**src/rtl/ps2_rx_ctrl.sv**
```systemverilog
// ps2_rx_ctrl
//  SoC-side PS/2 receiver. Synchronises the keyboard's ps2_clk/ps2_dat lines,
//  deserialises 11-bit frames (start, 8 data bits LSB first, odd parity, stop)
//  and queues the received scan-code bytes in a small FIFO for the bus side.
//
//  Optional feature macro: PS2_RX_PARITY_CHECK_EN
//    defined   -> parity is checked; bad frames are dropped and flag parity_err
//    undefined -> parity bit is captured but ignored; no parity_err port
//
//  Ports
//    clock       in   system clock
//    resetn      in   asynchronous active-low reset
//    ps2_clk     in   PS/2 clock from device (asynchronous, idles high)
//    ps2_dat     in   PS/2 data from device (asynchronous, idles high)
//    rd_en       in   pop request, ignored when the FIFO is empty
//    clr_err     in   clears the sticky error flags
//    rd_data     out  FIFO head byte, 8'h00 when empty
//    empty       out  FIFO empty
//    count       out  number of bytes held
//    overflow    out  sticky: a valid byte was dropped because the FIFO was full
//    frame_err   out  sticky: bad stop bit or timeout abort
//    parity_err  out  sticky: frame dropped for bad parity (feature builds only)
module ps2_rx_ctrl #(
    parameter int FIFO_DEPTH     = 16,
    parameter int TIMEOUT_CYCLES = 2048
) (
    input  logic                          clock,
    input  logic                          resetn,
    input  logic                          ps2_clk,
    input  logic                          ps2_dat,
    input  logic                          rd_en,
    input  logic                          clr_err,
    output logic [7:0]                    rd_data,
    output logic                          empty,
    output logic [$clog2(FIFO_DEPTH):0]   count,
    output logic                          overflow,
    output logic                          frame_err
`ifdef PS2_RX_PARITY_CHECK_EN
   ,output logic                          parity_err
`endif
);

    localparam int AW = $clog2(FIFO_DEPTH);
    localparam int TW = $clog2(TIMEOUT_CYCLES) + 1;
    localparam logic [TW-1:0] TO_LAST  = TW'(TIMEOUT_CYCLES - 1);
    localparam logic [TW-1:0] TO_ONE   = TW'(1);
    localparam logic [AW:0]   FULL_XOR = {1'b1, {AW{1'b0}}};

    typedef enum logic [1:0] {IDLE, DATA, PARITY, STOP} state_t;

    logic clk_meta, clk_sync, clk_prev, dat_meta, dat_sync;
    logic fall, rx_bit;

    state_t        state, state_next;
    logic [2:0]    bitcnt, bitcnt_next;
    logic [7:0]    sr, sr_next;
    logic          par, par_next;
    logic [TW-1:0] tocnt, tocnt_next;
    logic          push, stop_err, timeout, par_ok;

    logic [7:0]    mem [FIFO_DEPTH];
    logic [AW:0]   wptr, rptr;
    logic          full, pop, wr, ovf_evt;

    // Two-flop synchronisers on both lines plus a history flop on the clock
    // line so a falling edge can be detected; they reset to the idle level.
    always_ff @(posedge clock or negedge resetn) begin
        if (!resetn) begin
            clk_meta <= 1'b1;
            clk_sync <= 1'b1;
            clk_prev <= 1'b1;
            dat_meta <= 1'b1;
            dat_sync <= 1'b1;
        end else begin
            clk_meta <= ps2_clk;
            clk_sync <= clk_meta;
            clk_prev <= clk_sync;
            dat_meta <= ps2_dat;
            dat_sync <= dat_meta;
        end
    end

    assign fall   = clk_prev & ~clk_sync;
    assign rx_bit = dat_sync;

`ifdef PS2_RX_PARITY_CHECK_EN
    assign par_ok = (par == ~^sr);
`else
    logic unused_par;
    assign par_ok     = 1'b1;
    assign unused_par = par;
`endif

    // Frame state register.
    always_ff @(posedge clock or negedge resetn) begin
        if (!resetn) begin
            state  <= IDLE;
            bitcnt <= '0;
            sr     <= '0;
            par    <= 1'b0;
            tocnt  <= '0;
        end else begin
            state  <= state_next;
            bitcnt <= bitcnt_next;
            sr     <= sr_next;
            par    <= par_next;
            tocnt  <= tocnt_next;
        end
    end

    // Frame decoding advances only on ps2_clk fall events. The timeout counter
    // runs while a frame is in progress; a fall event on the final count still
    // counts as line activity and keeps the frame alive.
    always_comb begin
        state_next  = state;
        bitcnt_next = bitcnt;
        sr_next     = sr;
        par_next    = par;
        tocnt_next  = '0;
        push        = 1'b0;
        stop_err    = 1'b0;
        timeout     = 1'b0;

        case (state)
            IDLE: begin
                if (fall && !rx_bit) begin
                    state_next  = DATA;
                    bitcnt_next = '0;
                end
            end
            DATA: begin
                if (fall) begin
                    sr_next[bitcnt] = rx_bit;
                    bitcnt_next     = bitcnt + 3'd1;
                    if (bitcnt == 3'd7) begin
                        state_next = PARITY;
                    end
                end
            end
            PARITY: begin
                if (fall) begin
                    par_next   = rx_bit;
                    state_next = STOP;
                end
            end
            STOP: begin
                if (fall) begin
                    state_next = IDLE;
                    if (!rx_bit) begin
                        stop_err = 1'b1;
                    end else begin
                        push = par_ok;
                    end
                end
            end
            default: state_next = IDLE;
        endcase

        if (state != IDLE && !fall) begin
            if (tocnt == TO_LAST) begin
                timeout    = 1'b1;
                state_next = IDLE;
                sr_next    = '0;
            end else begin
                tocnt_next = tocnt + TO_ONE;
            end
        end
    end

    // A full FIFO still accepts a push when a pop frees a slot on the same edge.
    assign empty   = (wptr == rptr);
    assign full    = ((wptr ^ rptr) == FULL_XOR);
    assign pop     = rd_en && !empty;
    assign wr      = push && (!full || pop);
    assign ovf_evt = push && full && !pop;
    assign count   = wptr - rptr;
    assign rd_data = empty ? 8'h00 : mem[rptr[AW-1:0]];

    // Byte storage and pointers; the extra pointer bit distinguishes full from empty.
    always_ff @(posedge clock or negedge resetn) begin
        if (!resetn) begin
            for (int i = 0; i < FIFO_DEPTH; i++) begin
                mem[i] <= '0;
            end
            wptr <= '0;
            rptr <= '0;
        end else begin
            if (wr) begin
                mem[wptr[AW-1:0]] <= sr;
                wptr              <= wptr + 1'b1;
            end
            if (pop) begin
                rptr <= rptr + 1'b1;
            end
        end
    end

    // Sticky error flags: a new error event on the same edge beats clr_err.
    always_ff @(posedge clock or negedge resetn) begin
        if (!resetn) begin
            overflow  <= 1'b0;
            frame_err <= 1'b0;
        end else begin
            if (ovf_evt) begin
                overflow <= 1'b1;
            end else if (clr_err) begin
                overflow <= 1'b0;
            end
            if (stop_err || timeout) begin
                frame_err <= 1'b1;
            end else if (clr_err) begin
                frame_err <= 1'b0;
            end
        end
    end

`ifdef PS2_RX_PARITY_CHECK_EN
    logic par_bad_evt;
    assign par_bad_evt = (state == STOP) && fall && rx_bit && !par_ok;

    always_ff @(posedge clock or negedge resetn) begin
        if (!resetn) begin
            parity_err <= 1'b0;
        end else if (par_bad_evt) begin
            parity_err <= 1'b1;
        end else if (clr_err) begin
            parity_err <= 1'b0;
        end
    end
`endif

endmodule

```
**config.mk**
```make
export PLATFORM = sky130hd
export DESIGN_NAME = ps2_rx_ctrl
export DESIGN_NICKNAME = d
export VERILOG_FILES = /design/src/rtl/ps2_rx_ctrl.sv
export SDC_FILE = /design/constraint.sdc
export NUM_CORES = 1
export LEC_CHECK = 0
export BUFFER_PORTS_ARGS = -buffer_cell sky130_fd_sc_hd__buf_2
export CAP_MARGIN = 20
export CORE_MARGIN = 2
export CORE_UTILIZATION = 62
export CTS_CLUSTER_SIZE = 12
export DETAILED_ROUTE_END_ITERATION = 7
export GPL_ROUTABILITY_DRIVEN = 0
export PLACE_DENSITY = 0.84
export SETUP_SLACK_MARGIN = 0.2
export SLEW_MARGIN = 20
export SYNTH_ARGS = -nofsm -noshare
export SYNTH_HDL_FRONTEND = slang
export SYNTH_SLANG_ARGS = --single-unit
export TNS_END_PERCENT = 1
```
**constraint.sdc**
```tcl
create_clock -name clock -period 3.6 [get_ports clock]
set_input_delay 0.18 -clock clock [delete_from_list [all_inputs] [get_ports clock]]
set_output_delay 0.18 -clock clock [all_outputs]
set_load 0.02 [all_outputs]
```
After elaboration in Yosys (flattened, before gate mapping)
Cells that the tools add are included.
{"block": "op_classes", "addsub": 5, "n_mul": 0, "div": 0, "order_cmp": 5, "eq_ne": 9, "shifts": 0, "mux": 38, "bitwise_logic": 5, "reduce_logical": 21}
{"operator": "128-bit bitwise mux", "n": 1}
{"operator": "8-bit two-way mux", "n": 8}
{"operator": "8-bit binary-select mux with 4-bit select", "n": 1}
{"operator": "8-bit demux with 4-bit select", "n": 1}
{"operator": "12-bit two-way mux", "n": 2}
{"operator": "2-bit two-way mux", "n": 7}
{"operator": "12-bit by 1-bit adder with 12-bit output, second input constant", "n": 1}
{"operator": "12-bit by 11-bit equality test with 1-bit output, second input constant", "n": 1}
{"operator": "1-bit two-way mux", "n": 12}
{"operator": "5-bit by 1-bit adder with 5-bit output, second input constant", "n": 2}
{"operator": "5-bit greater-or-equal comparator, second input constant", "n": 2}
{"operator": "4-bit NOT with 5-bit output", "n": 2}
{"operator": "8-bit bitwise mux", "n": 1}
{"operator": "1-bit logical AND", "n": 8}
{"operator": "2-bit case mux with 4 select lines", "n": 1}
{"operator": "2-bit nonzero test", "n": 4}
{"operator": "3-bit two-way mux", "n": 2}
{"operator": "3-bit case mux with 2 select lines", "n": 1}
{"operator": "5-bit equality test", "n": 1}
{"operator": "5-bit equality test, second input constant", "n": 1}
{"operator": "1-bit logical NOT", "n": 5}
{"operator": "5-bit by 1-bit less-than comparator with 1-bit output, second input constant", "n": 1}
{"operator": "5-bit subtractor", "n": 1}
{"operator": "5-bit XOR", "n": 1}
{"operator": "13 further kinds", "n": 16}
{"block": "word_totals", "register_bits": 170, "latchBits": 0, "mem_bits_rw": 0, "mem_bits_ro": 0, "inputBits": 6, "elab_cells": 112, "n_memories": 0}

Depth between registers and ports, before layout
{"block": "logic_depth", "ltp_word": 9, "ltp_mapped": 10, "mapped_depth_nobuf": 7}

Least setup slack after synthesis
OpenSTA, ideal clock, no wires.
{"block": "synth_path", "path_kind": "reg-to-output", "from": "register rptr[1]", "to": "output rd_data[6]", "arrival_time_ps": 2545, "required_time_ps": 3420, "slack_ps": 875, "path_stages_with_launch": 9, "cell_sequence": "dfrtp_1 > clkbuf_1 > buf_1 > inv_1 > ha_1 > nand4_4 > nor2_1 > nor3_1 > a221o_1"}
{"element": "from (decl)", "line_no": "62", "source": "logic [AW:0] wptr, rptr;"}
{"element": "from (signal assigned)", "line_no": "193", "source": "rptr <= rptr + 1'b1;"}
{"element": "5-bit equality test", "line_no": "171", "source": "assign empty = (wptr == rptr);"}
{"element": "via empty", "line_no": "34", "source": "output logic empty,"}
{"element": "8-bit two-way mux", "line_no": "177", "source": "assign rd_data = empty ? 8'h00 : mem[rptr[AW-1:0]];"}
{"element": "to (decl)", "line_no": "33", "source": "output logic [7:0] rd_data,"}
The timed path passes the listed nets, and every way through them passes these cells. The select of a mux whose other input is x is not followed.

Final worst setup path
{"block": "layout_path", "from": "register rptr[2]", "to": "output rd_data[7]"}
{"block": "layout_between", "elab_chain_cells": 5}
{"element": "4-bit NOT with 5-bit output (implied by the code)", "line_no": "177"}
{"element": "8-bit binary-select mux with 4-bit select", "line_no": "177"}
{"element": "8-bit two-way mux (implied by the code) (2 in series)", "line_no": "177"}
{"element": "8-bit two-way mux *", "line_no": "177"}
Every way passes the cells marked *; elsewhere a longest branch is shown, timed or not. The select of a mux whose other input is x is not followed.

==> run metrics <==
critical-path cell list clkinvlp_4, ha_1, nand4_4, nor2_1, nor3_2, a221o_1, buf_2; CTS clock-pin slew for the worst setup and hold paths 0.06 ns; area of the multi-input gates 3730 um^2; Starting DRT DRC Count 434; Leakage 4.26 nW; Unique masters post-synth 53; clock latency on the worst-skew pair 0.43 ns; drt drc 0; maximum capacitance violations 0; VDD IR max 360 uV; Internal 3.43 mW; syn_area_per_cell 14.5 um^2; fin worst setup slack 0.514 ns; Pins Over Slew Limit 0; Critical R2R Capture mem[0]$_DFFE_PN0P_; Die ar. 14,200 um^2; Layout Nets 600; Core Util, Final 0.684; first-pass GRT wire length 27.6 mm; largest net degree at the start of global routing 96; CTS root buf clkbuf_16; reg2reg setup slack 0.85 ns; Final ANT Viol Nets 0; vias in the first global route 4,999; CP Capture Type primary output; Max FO, Critical Path 13; CTS Buffer Depth 2; crit path launch type register; grt met3 use 0.0666; Crit Path Class register to primary output; Remaining Overflow, GRT 0; PortBufs 21; CTS tree built; Worst path top cell family by delay simple AND/OR/NAND/NOR gates; post-synthesis sequential area ratio 0.519; GRT Max-Usage Layer met2; total track usage 0.259; FP Rows 42; final-layout fill cell count 833; postcts setup bufs 0; Die Ht 119 um; Core Area 13,100 um^2; Post-synth ARST share 1.00; Crit-path slowest cell dfrtp_2; Reg area 4260 um^2; finished layout cell area 8950 um^2; I/O pins 22; Setup WS pre-CTS 0.537 ns; RSZ-0062 raised after global routing false; Area after DPL 8400 um^2; Worst Setup SP rptr[2]$_DFFE_PN0P_; Critical Path RT 3.42 ns; Sw Share 0.350; met2 track demand over resource 0.413; PD cells 590 nW/um^2; crit path buf inv count 2; number of cells on the critical path 7; Worst Reg-to-Reg Cells 6; Synth Register Bits 170; number of diodes 0; Mapped Cells 567; sequential share of power 0.459; clk_skew 0.0142 ns; Layout area overhead 9.00%; endpoints failing setup 0; worst hold-check path type input port to register; Fin Setup TNS 0 ns; clock share of power 0.302; WL final 16.9 mm; clock sink count 170; layout cell share with drive strength beyond 1 0.413; Final Cycle Share 0.857; post-layout total power 5.28 mW; drt wl/cell 22.0 um; Starting Density 0.628; main flop type after synthesis dfrtp_1; Die X-Extent 119 um; Synth Warn # 0; Post-Synthesis Cell Area 8210 um^2; DRT Pass-1 Iters 4; CTS H-Tree Depth 4; via count 4,711; met1 usage 0.345; Peak Freq 324 MHz; FF-to-FF Start rptr[2]$_DFFE_PN0P_; combinational share of power 0.239; CTS buffer count 17; initial antenna violation count 0; CP max stage delay 0.52 ns; status completed; Syn Nets 586; max_slew headroom 0.498; fin crit period 3.09 ns; dpl hpwl 11.0 mm; vias per cell 6.13; CP Capture Point rd_data[7]; slew at the pin closest to its max-slew limit 0.751 ns; Critical Path AT 2.91 ns; Switch Pwr 1.85 mW; number of synthesized flops with an enable pin 0; final-report hold violation count 0
## layer usage
metal	up-vias	part of all wire
li1	2103	-
met1	2481	0.42
met2	103	0.51
met3	24	0.049
met4	0	0.019
met5	-	0
## synth_stat cells, types with 7 or more instances
| library cell | count | share of area |
|---|---|---|
| a21oi_1 | 14 | 0.0085 |
| a221o_1 | 9 | 0.011 |
| buf_2 | 7 | 0.0043 |
| clkbuf_1 | 18 | 0.0082 |
| dfrtp_1 | 165 | 0.50 |
| ha_1 | 12 | 0.018 |
| inv_1 | 12 | 0.0055 |
| mux2_2 | 98 | 0.13 |
| mux2_4 | 32 | 0.059 |
| mux2i_1 | 9 | 0.011 |
| mux4_2 | 32 | 0.088 |
| nand2_1 | 25 | 0.011 |
| nand3_1 | 7 | 0.0043 |
| nand4_1 | 8 | 0.0061 |
| nor2_1 | 24 | 0.011 |
| xnor2_1 | 13 | 0.014 |
| xor2_1 | 8 | 0.0085 |
## layout by cell type, fill, tap and decap left out, drive strengths merged, types with 2 or more instances in the layout
cell type / instances
mux2: 130
a22o: 2
nor3b: 2
nand4: 13
clkinvlp: 3
o21ai: 6
o211ai: 3
dfstp: 5
dfrtp: 165
xor2: 8
a221o: 9
nand3: 13
and3: 9
nor2b: 2
inv: 12
a21oi: 14
dlygate4sd3: 3
and4: 2
and2b: 2
mux2i: 9
a21o: 2
ha: 12
nor4: 2
nor2: 24
mux4: 32
clkbuf: 24
buf: 25
nand2: 25
clkinv: 5
xnor2: 13
nand3b: 2
nor3: 5
## cell type report
class / count / share of cell area
clock buffer: 24 / 0.0505
clock inverter: 7 / 0.00531
inverter: 13 / 0.00587
multi-input combinational: 351 / 0.417
sequential: 170 / 0.476
tap: 176 / 0.0246
timing repair buffer: 28 / 0.0205
## power by group through the flow
stage          Clock (mW)  Sequential [mW]  Combinational (mW)
2_1_floorplan           0             2.21                1.05
3_3_place_gp            0             2.42                1.20
3_5_place_dp            0             2.44                1.25
4_1_cts              1.61             2.41                1.26
5_1_grt              1.69             2.46                1.37
6_report             1.59             2.42                1.26
## how the worst min path moves through the flow
stage / start / endpoint / cells after the start
finish: rd_en / overflow$_DFFE_PN0P_ / 2
global route: rd_en / overflow$_DFFE_PN0P_ / 2
CTS: rd_en / overflow$_DFFE_PN0P_ / 2
detailed placement: resetn / mem[95]$_DFFE_PN0P_ / 1
global placement: resetn / mem[95]$_DFFE_PN0P_ / 1
floorplan: resetn / bitcnt[0]$_DFFE_PN0P_ / 0
## cell families (layout without fill, tap and decap cells)
kind of cell / Yosys count / in the layout / share of synthesized area
AND/OR/NAND/NOR: 108 / 108 / 0.0837
adder cells (fa/ha/maj): 13 / 13 / 0.0207
XOR/XNOR: 21 / 21 / 0.0224
multiplexers: 171 / 171 / 0.292
AO/OA/AOI/OAI: 38 / 38 / 0.0337
flip-flops: 170 / 170 / 0.519
buffers and inverters: 46 / 72 / 0.0291
## sequential cells by signal (all words and copies together) (netlist names), 2 cells and up
name	count
bitcnt	3
mem	128
rptr	5
sr	8
state	2
tocnt	12
wptr	5
## what timing repair did
action / 4_1_cts / 5_1_grt
gates resized for setup: 2 / 4
setup endpoints to repair: 8 / 8
endpoints found under the hold margin: 72 / 0
hold buffers: 3 / 0
## per-stage QoR
step / hold WS (ns) / cells
floorplan: -0.116 / 567
global placement: 0.223 / 735
detailed placement: 0.238 / 735
CTS: 0.00798 / 769
global route: 0.0289 / 769
finish: 0.0166 / 769
Note: power is estimated with default switching activity, not from simulation.
